--- src/rtl/rst_seq_pkg.sv ---
// rst_seq_pkg: shared state type and default parameters for rst_sequencer.
// Config macro RST_SEQUENCER_ACK_EN is consumed by rst_sequencer.
package rst_seq_pkg;

    typedef enum logic [2:0] {
        WAIT_LOCK = 3'd0,
        HOLD      = 3'd1,
        WAIT_ACK  = 3'd2,
        GAP       = 3'd3,
        DONE      = 3'd4,
        ERROR     = 3'd5
    } rst_seq_state_t;

    localparam int DEF_NUM_DOMAINS = 3;
    localparam int DEF_HOLD_CYCLES = 16;
    localparam int DEF_ACK_TIMEOUT = 256;

    function automatic int max_int(input int a, input int b);
        return (a > b) ? a : b;
    endfunction

endpackage

--- src/rtl/rst_seq_timer.sv ---
// rst_seq_timer: loadable saturating down-counter, tc high while count is zero.
// Used for hold, gap and ack-timeout intervals.
module rst_seq_timer #(
    parameter int W = 8
) (
    input  logic         clk,
    input  logic         rstin,
    input  logic         load,
    input  logic [W-1:0] load_val,
    output logic         tc
);

    logic [W-1:0] cnt_q;
    logic [W-1:0] cnt_d;

    always_comb begin
        cnt_d = cnt_q;
        if (load) begin
            cnt_d = load_val;
        end else if (cnt_q != '0) begin
            cnt_d = cnt_q - W'(1);
        end
    end

    always_ff @(posedge clk) begin
        if (rstin) begin
            cnt_q <= '0;
        end else begin
            cnt_q <= cnt_d;
        end
    end

    assign tc = (cnt_q == '0);

endmodule

--- src/rtl/rst_sequencer.sv ---
// rst_sequencer: releases reset domains in index order after pll lock.
// Define RST_SEQUENCER_ACK_EN to gate each release on the previous domain's ack.
module rst_sequencer
    import rst_seq_pkg::*;
#(
    parameter int NUM_DOMAINS = DEF_NUM_DOMAINS,
    parameter int HOLD_CYCLES = DEF_HOLD_CYCLES,
    parameter int ACK_TIMEOUT = DEF_ACK_TIMEOUT
) (
    input  logic                         clk,
    input  logic                         rstin,
    input  logic                         pll_lock,
    input  logic                         sw_rst_req,
    input  logic [NUM_DOMAINS-1:0]       dom_ack,
    output logic [NUM_DOMAINS-1:0]       dom_rst,
    output logic                         seq_done,
    output logic                         seq_err,
    output logic [$clog2(NUM_DOMAINS):0] cur_stage
);

    localparam int SW = $clog2(NUM_DOMAINS) + 1;
    localparam int CW = $clog2(max_int(HOLD_CYCLES, ACK_TIMEOUT)) + 1;
    localparam logic [CW-1:0] HOLD_LD = CW'(HOLD_CYCLES - 1);
`ifdef RST_SEQUENCER_ACK_EN
    localparam logic [CW-1:0] WAIT_LD = CW'(ACK_TIMEOUT - 1);
`else
    localparam logic [CW-1:0] WAIT_LD = HOLD_LD;
`endif

    rst_seq_state_t          state_q, state_d;
    logic [SW-1:0]           stage_q, stage_d;
    logic [NUM_DOMAINS-1:0]  dom_rst_q, dom_rst_d;
    logic                    done_q, done_d;
    logic                    err_q, err_d;

    logic                    load;
    logic [CW-1:0]           load_val;
    logic                    tc;
    logic [SW-1:0]           stage_nx;
    logic [NUM_DOMAINS-1:0]  rel_nx;
    logic                    last;

    rst_seq_timer #(.W(CW)) u_timer (
        .clk      (clk),
        .rstin    (rstin),
        .load     (load),
        .load_val (load_val),
        .tc       (tc)
    );

    assign stage_nx = stage_q + SW'(1);
    assign last     = (stage_q == SW'(NUM_DOMAINS - 1));

    always_comb begin
        rel_nx = '0;
        for (int i = 0; i < NUM_DOMAINS; i++) begin
            if (stage_nx == SW'(i)) rel_nx[i] = 1'b1;
        end
    end

`ifdef RST_SEQUENCER_ACK_EN
    logic [NUM_DOMAINS-1:0] cur_oh;
    logic                   ack_hit;

    // Only the ack of the domain currently being waited on counts.
    always_comb begin
        cur_oh = '0;
        for (int i = 0; i < NUM_DOMAINS; i++) begin
            if (stage_q == SW'(i)) cur_oh[i] = 1'b1;
        end
    end

    assign ack_hit = |(dom_ack & cur_oh);
`else
    logic unused_ack;
    assign unused_ack = ^dom_ack;
`endif

    always_comb begin
        state_d   = state_q;
        stage_d   = stage_q;
        dom_rst_d = dom_rst_q;
        done_d    = done_q;
        err_d     = err_q;
        load      = 1'b0;
        load_val  = '0;
        if (!pll_lock && state_q != WAIT_LOCK) begin
            state_d   = WAIT_LOCK;
            dom_rst_d = '1;
            done_d    = 1'b0;
            stage_d   = '0;
            load      = 1'b1;
        end else if (sw_rst_req) begin
            dom_rst_d = '1;
            done_d    = 1'b0;
            err_d     = 1'b0;
            stage_d   = '0;
            load      = 1'b1;
            if (pll_lock) begin
                state_d  = HOLD;
                load_val = HOLD_LD;
            end else begin
                state_d  = WAIT_LOCK;
            end
        end else begin
            unique case (state_q)
                WAIT_LOCK: begin
                    if (pll_lock) begin
                        state_d  = HOLD;
                        load     = 1'b1;
                        load_val = HOLD_LD;
                    end
                end
                HOLD: begin
                    if (tc) begin
                        dom_rst_d[0] = 1'b0;
                        stage_d      = '0;
                        state_d      = WAIT_ACK;
                        load         = 1'b1;
                        load_val     = WAIT_LD;
                    end
                end
                WAIT_ACK: begin
`ifdef RST_SEQUENCER_ACK_EN
                    // Timeout is checked first so a coincident ack loses.
                    if (tc) begin
                        state_d   = ERROR;
                        dom_rst_d = '1;
                        done_d    = 1'b0;
                        err_d     = 1'b1;
                        stage_d   = '0;
                        load      = 1'b1;
                    end else if (ack_hit) begin
                        load = 1'b1;
                        if (last) begin
                            state_d = DONE;
                            done_d  = 1'b1;
                        end else begin
                            state_d  = GAP;
                            load_val = HOLD_LD;
                        end
                    end
`else
                    if (tc) begin
                        load = 1'b1;
                        if (last) begin
                            state_d = DONE;
                            done_d  = 1'b1;
                        end else begin
                            dom_rst_d = dom_rst_q & ~rel_nx;
                            stage_d   = stage_nx;
                            load_val  = HOLD_LD;
                        end
                    end
`endif
                end
                GAP: begin
                    if (tc) begin
                        dom_rst_d = dom_rst_q & ~rel_nx;
                        stage_d   = stage_nx;
                        state_d   = WAIT_ACK;
                        load      = 1'b1;
                        load_val  = WAIT_LD;
                    end
                end
                DONE, ERROR: begin
                end
                default: begin
                    state_d = WAIT_LOCK;
                end
            endcase
        end
    end

    always_ff @(posedge clk) begin
        if (rstin) begin
            state_q   <= WAIT_LOCK;
            stage_q   <= '0;
            dom_rst_q <= '1;
            done_q    <= 1'b0;
            err_q     <= 1'b0;
        end else begin
            state_q   <= state_d;
            stage_q   <= stage_d;
            dom_rst_q <= dom_rst_d;
            done_q    <= done_d;
            err_q     <= err_d;
        end
    end

    assign dom_rst   = dom_rst_q;
    assign seq_done  = done_q;
    assign seq_err   = err_q;
    assign cur_stage = stage_q;

endmodule

--- config.mk ---
export PLATFORM = sky130hd
export DESIGN_NAME = rst_sequencer
export DESIGN_NICKNAME = d
export VERILOG_FILES = /design/src/rtl/rst_seq_pkg.sv /design/src/rtl/rst_seq_timer.sv /design/src/rtl/rst_sequencer.sv
export SDC_FILE = /design/constraint.sdc
export NUM_CORES = 1
export LEC_CHECK = 0
export ABC_AREA = 1
export CAP_MARGIN = 0
export CORE_MARGIN = 1.5
export CORE_UTILIZATION = 45
export CTS_BUF_LIST = sky130_fd_sc_hd__clkbuf_8
export DETAILED_ROUTE_END_ITERATION = 8
export GPL_TIMING_DRIVEN = 1
export PLACE_DENSITY = 0.73
export SLEW_MARGIN = 20
export SYNTH_ARGS = -nofsm -noshare
export SYNTH_HDL_FRONTEND = slang
export SYNTH_SLANG_ARGS = --single-unit
export TNS_END_PERCENT = 5
--- constraint.sdc ---
create_clock -name clk -period 3.8 [get_ports clk]
set_clock_uncertainty 0.15 [all_clocks]
set_input_delay 0.38 -clock clk [delete_from_list [all_inputs] [get_ports clk]]
set_output_delay 0.38 -clock clk [all_outputs]
set_load 0.02 [all_outputs]
==> results of run 1 <==
-- kinds of logic (layout without fill, tap and decap cells) --
group,after synthesis,count (layout),share of synthesized area (%)
xor+xnor,7,7,5.02
other cells,1,1,0.307
buf+inv,29,41,9.21
simple gates,81,81,35.7
fa+ha+maj,7,7,7.16
flops,19,19,31.1
compound gates,23,23,11.5
-- cell usage in the layout, fill, tap and decap left out, drive strengths merged, types with 3 or more instances in the layout --
cell,n
a21oi,13
clkbuf,3
clkdlybuf4s50,10
dfxtp,19
ha,7
inv,28
nand2,38
nand3,11
nand4,5
nor2,22
nor4,4
o21ai,6
xor2,7
-- registers in the layout, summed over array words and instances, names as in the netlist --
register / cells
state_q: 3
u_timer.cnt_q: 9
cur_stage: 3
seq_done: 1
dom_rst: 3
-- worst reg2reg max path, cell delays in order, from the launching register on --
cell and delay, ns:
dfxtp_1 0.32, inv_1 0.11, ha_1 0.20, nand3_2 0.11
nor2_4 0.22, o2111ai_1 0.20, o21ai_0 0.19, nand2_1 0.06
-- final cells by class --
type	count	area, um2
tap	30	37.5
fill	248	1130
multi-input combinational	119	729
clock buffer	3	41.3
clock inverter	1	3.75
inverter	27	101
sequential	19	380
timing repair buffer	10	100
-- report_power, final --
| part | internal, W | total, W | switching (W) | leakage [nW] |
|---|---|---|---|---|
| sequential | 0.000227 | 0.000256 | 0.0000290 | 0.155 |
| combinational | 0.000138 | 0.000388 | 0.000250 | 0.462 |
| clock | 0.0000719 | 0.000140 | 0.0000676 | 0.0269 |
-- routing by layer --
| metal | share of wire (%) | routed length (um) | up-vias | global-route usage, % |
|---|---|---|---|---|
| met3 | 4.8 | 111 | 5 | 3.49 |
| met1 | 48 | 1110 | 499 | 23.1 |
| met5 | 0 | 0 | - | 0 |
| met2 | 46 | 1050 | 25 | 28.6 |
| met4 | 1.6 | 38 | 0 | 6.50 |
| li1 | - | - | 560 | - |
-- path summary, 6_finish.rpt --
path,start,to,cells past startpoint
setup reg to reg,u_timer.cnt_q[0],dom_rst[2],7
hold / removal,dom_rst[1],dom_rst[1],2
hold reg to reg,dom_rst[1],dom_rst[1],2
setup / recovery,cur_stage[1],cur_stage[1],1
-- stage by stage --
step / total power (W) / utilization (%) / setup slack [ns] / hold slack (ns) / std cells
5_1_grt: 0.000849 / 55.3 / 1.89 / 0.334 / 209
4_1_cts: 0.000792 / 55.3 / 1.93 / 0.317 / 209
2_1_floorplan: 0.000579 / - / 2.18 / 0.324 / 167
6_report: 0.000784 / 55.3 / 1.93 / 0.313 / 209
3_5_place_dp: 0.000648 / 53.5 / 1.90 / 0.307 / 205
3_3_place_gp: 0.000638 / 53.5 / 1.93 / 0.295 / 205
==> impl_metrics.toml, run 1 <==
[clock_network]
clockRootBuffer = "clkbuf_8"
cts_resized = 0
cts_buffer_depth = 2
cts_made_buffers = 3
cts_tree = "built"
clk_pin_slew_ns = 0.07
cts_setup_buffers = 0
htreeDepth = 1
clk_latency_ns = 0.26
clock_sinks = 19
ctsHoldBuffers = 0

[critical_path]
cp_top_family = "buffers and inverters"
start_kind = "register"
critPathRequiredTime_ns = 3.27
crit_buf_inv = 1
r2r_setup_slack_ns = 2.15
endpoint_kind = "output port"
criticalPathCategory = "reg2out"
path_cells = "clkdlybuf4s50_1"
cp.arrival_ns = 1.34
critPathSlowestCell = "clkdlybuf4s50_1"
cp_slowest_stage_delay_ns = 0.65
crit_fanout = 6

[global_routing]
antenna_found_initial = 0
grt_overflow = 0
grt_pass1_wl_um = 3880
grtUsageTotal_pct = 17.6
grt_pass1_vias = 919
grt_max_degree = 11

[floorplanning]
die_w_um = 55.1
initial_core_util_pct = 48.5
std_cell_rows = 18
die-area_um2 = 3040
io-pin-count = 15
core-area_um2 = 2520
die_h_um = 55.1

[placed_design]
dp_hpwl_um = 1790
io_buffers = 10
finalWeightedCongestion = 0.815
place_area_um2 = 1350

[status]
outcome = "completed"

[sta]
slew_violations = 0
final_hold_viol_count = 0
period_needed_ns = 1.87
rsz0062_at_grt = "no"
fin_crit_sh_pct = 49.3
setup_violations = 0
setup_tns_ns = 0
fmax_mhz = 534

[power]
peakVddDrop_mv = 0.276
p_leak_nw = 0.644
powerDensity_nw_per_um2 = 563

[drt]
drt_pass1_iterations = 4
wl_per_cell_um = 11.1
wl_um = 2320
postRouteAntennaNets = 0
vias = 1089
vias_per_cell = 5.21
drc = 0
drt_iter0_drc = 18

[synth]
ys_seq_elements = 19
synth_common_cells = "nand2_1 (34), inv_1 (25), dfxtp_1 (19)"
syn_area_per_cell_um2 = 7.32
postSynthCellCount = 167
synth_area_leader_cell = "dfxtp_1"
yosysWarnings = 0
ys.flop_type = "dfxtp_1"
ys_seq_area_share_pct = 31.1
syn_nets = 181
post-synth-top-count-cell = "nand2_1"
synth.cell_area_um2 = 1220
synth_edf_count = 0
synth_area_leaders = "dfxtp_1 (31%), nand2_1 (10%), inv_1 (7.7%), ha_1 (7.2%), xor2_1 (5.0%)"
async_reset_ff_share_pct = 0
synth.distinct_cells = 28
yosysTopAreaCellShare_pct = 31.1

[run]
drv_cap = 0

[worst_hold_path]
min_path_type = "reg2reg"

[layout]
area_growth_pct = 14.0
antenna-diode-count = 0
layout-drive-gt1-share_pct = 12.8
fin_area_um2 = 1390
nets = 194
(Power assumes the default switching activity.)
==> run 2, diff against run 1 <==
clock period = 2 ns   (was 3.8 ns; I/O delays follow)
==> run 2 against run 1 <==
  * Cell count did not move
  * Utilization did not move
  * Register-to-register slack got worse by 1.8 ns
  * Routed wire length rose by 3.5%
  * Final area did not move
  * Via count barely moved
  * Clock power rose by 92%
  * Global-route usage fell by 0.18 points
  * Non-clock buffer count did not move
  * Die area did not move
  * First-iteration DRC count rose by 50%
  * Critical path type unchanged
==> impl_metrics.toml, run 2 (synthesis results as in run 1) <==
[sta]
setup_violations = 0
setup_tns_ns = 0
setup_slack_ns = 0.306
rsz0062_at_grt = "no"
period_needed_ns = 1.69
fmax_mhz = 590
slew_violations = 0
fin_crit_sh_pct = 84.7
final_hold_viol_count = 0

[layout]
area_growth_pct = 14.0
largest_reg_flops = 9
ff_latch_area_um2 = 380
layout-drive-gt1-share_pct = 12.8
num-fill-cells = 262
regMostFlops = "u_timer.cnt_q"
final_cell_mix = "nand2_1 (34), inv_1 (26), dfxtp_1 (19)"
antenna-diode-count = 0
multi_input_area_um2 = 729
nets = 194
final_common_cell = "nand2_1"

[critical_path]
critPathRequiredTime_ns = 1.65
criticalPathCategory = "reg2out"
cp_slowest_stage_delay_ns = 0.64
endpoint_kind = "output port"
cp_top_family = "buffers and inverters"
start_kind = "register"
critPathSlowestCell = "clkdlybuf4s50_1"
path_cells = "clkdlybuf4s50_1"
crit_fanout = 6
crit_buf_inv = 1
cp.arrival_ns = 1.34

[power]
powerDensity_nw_per_um2 = 1070
total_power_w = 0.00150
p_leak_nw = 0.644
peakVddDrop_mv = 0.577

[floorplanning]
die_w_um = 55.1
die-area_um2 = 3040
die_h_um = 55.1
io-pin-count = 15
core-area_um2 = 2520
initial_core_util_pct = 48.5
std_cell_rows = 18

[global_routing]
antenna_found_initial = 0
grt_pass1_wl_um = 3840
grt_pass1_vias = 934
grt_max_degree = 11
grtUsageTotal_pct = 17.4
grt_overflow = 0

[drt]
wl_per_cell_um = 11.5
wl_um = 2400
vias_per_cell = 5.22
postRouteAntennaNets = 0
drt_pass1_iterations = 4
drt_iter0_drc = 27
drc = 0
vias = 1090

[clock_network]
clk_pin_slew_ns = 0.08
clockRootBuffer = "clkbuf_8"
ctsHoldBuffers = 0
htreeDepth = 1
cts_made_buffers = 3
cts_tree = "built"
clock_sinks = 19
clk_latency_ns = 0.26
cts_setup_buffers = 0
cts_resized = 0
cts_buffer_depth = 2

[worst_hold_path]
min_path_type = "reg2reg"

[run]
drv_cap = 0

[placed_design]
io_buffers = 10
finalWeightedCongestion = 0.798
dpl_worst_slack_ns = 0.287
dp_hpwl_um = 1820

[status]
outcome = "completed"
run 2: per-layer routing:
| metal | vias up | routed length (um) | track usage [%] |
|---|---|---|---|
| met5 | - | 0 | 0 |
| met2 | 18 | 1100 | 27.8 |
| met1 | 508 | 1170 | 22.7 |
| met3 | 6 | 86 | 3.49 |
| li1 | 558 | - | - |
| met4 | 0 | 46 | 7.72 |
run 2: worst paths after layout:
check | depth (start not counted) | startpoint | end | slack (ns)
worst max-delay path | 1 | cur_stage[1] | cur_stage[1] | 0.31
worst min-delay path | 2 | dom_rst[1] | dom_rst[1] | 0.31
worst max register to register | 7 | u_timer.cnt_q[0] | dom_rst[2] | 0.35
worst min register to register | 2 | dom_rst[1] | dom_rst[1] | 0.31
run 2: cell type report:
class,count,area share (%)
Sequential cell,19,27.3
Multi-Input combinational cell,119,52.3
Inverter,27,7.27
Tap cell,30,2.69
Clock buffer,3,2.96
Clock inverter,1,0.269
Timing Repair Buffer,10,7.18
run 2: stage by stage:
step           util, %  cells  cell area [um2]  hold slack (ns)
4_1_cts           55.3    209             1390            0.316
3_3_place_gp      53.5    205             1350            0.296
6_report          55.3    209             1390            0.310
3_5_place_dp      53.5    205             1350            0.305
2_1_floorplan        -    167             1220            0.248
5_1_grt           55.3    209             1390            0.328
run 2: report_power, final:
group / internal (W) / switching [W] / leakage, nW
clock: 0.000137 / 0.000133 / 0.0269
sequential: 0.000432 / 0.0000562 / 0.155
combinational: 0.000262 / 0.000477 / 0.462
total: 0.000831 / 0.000666 / 0.644
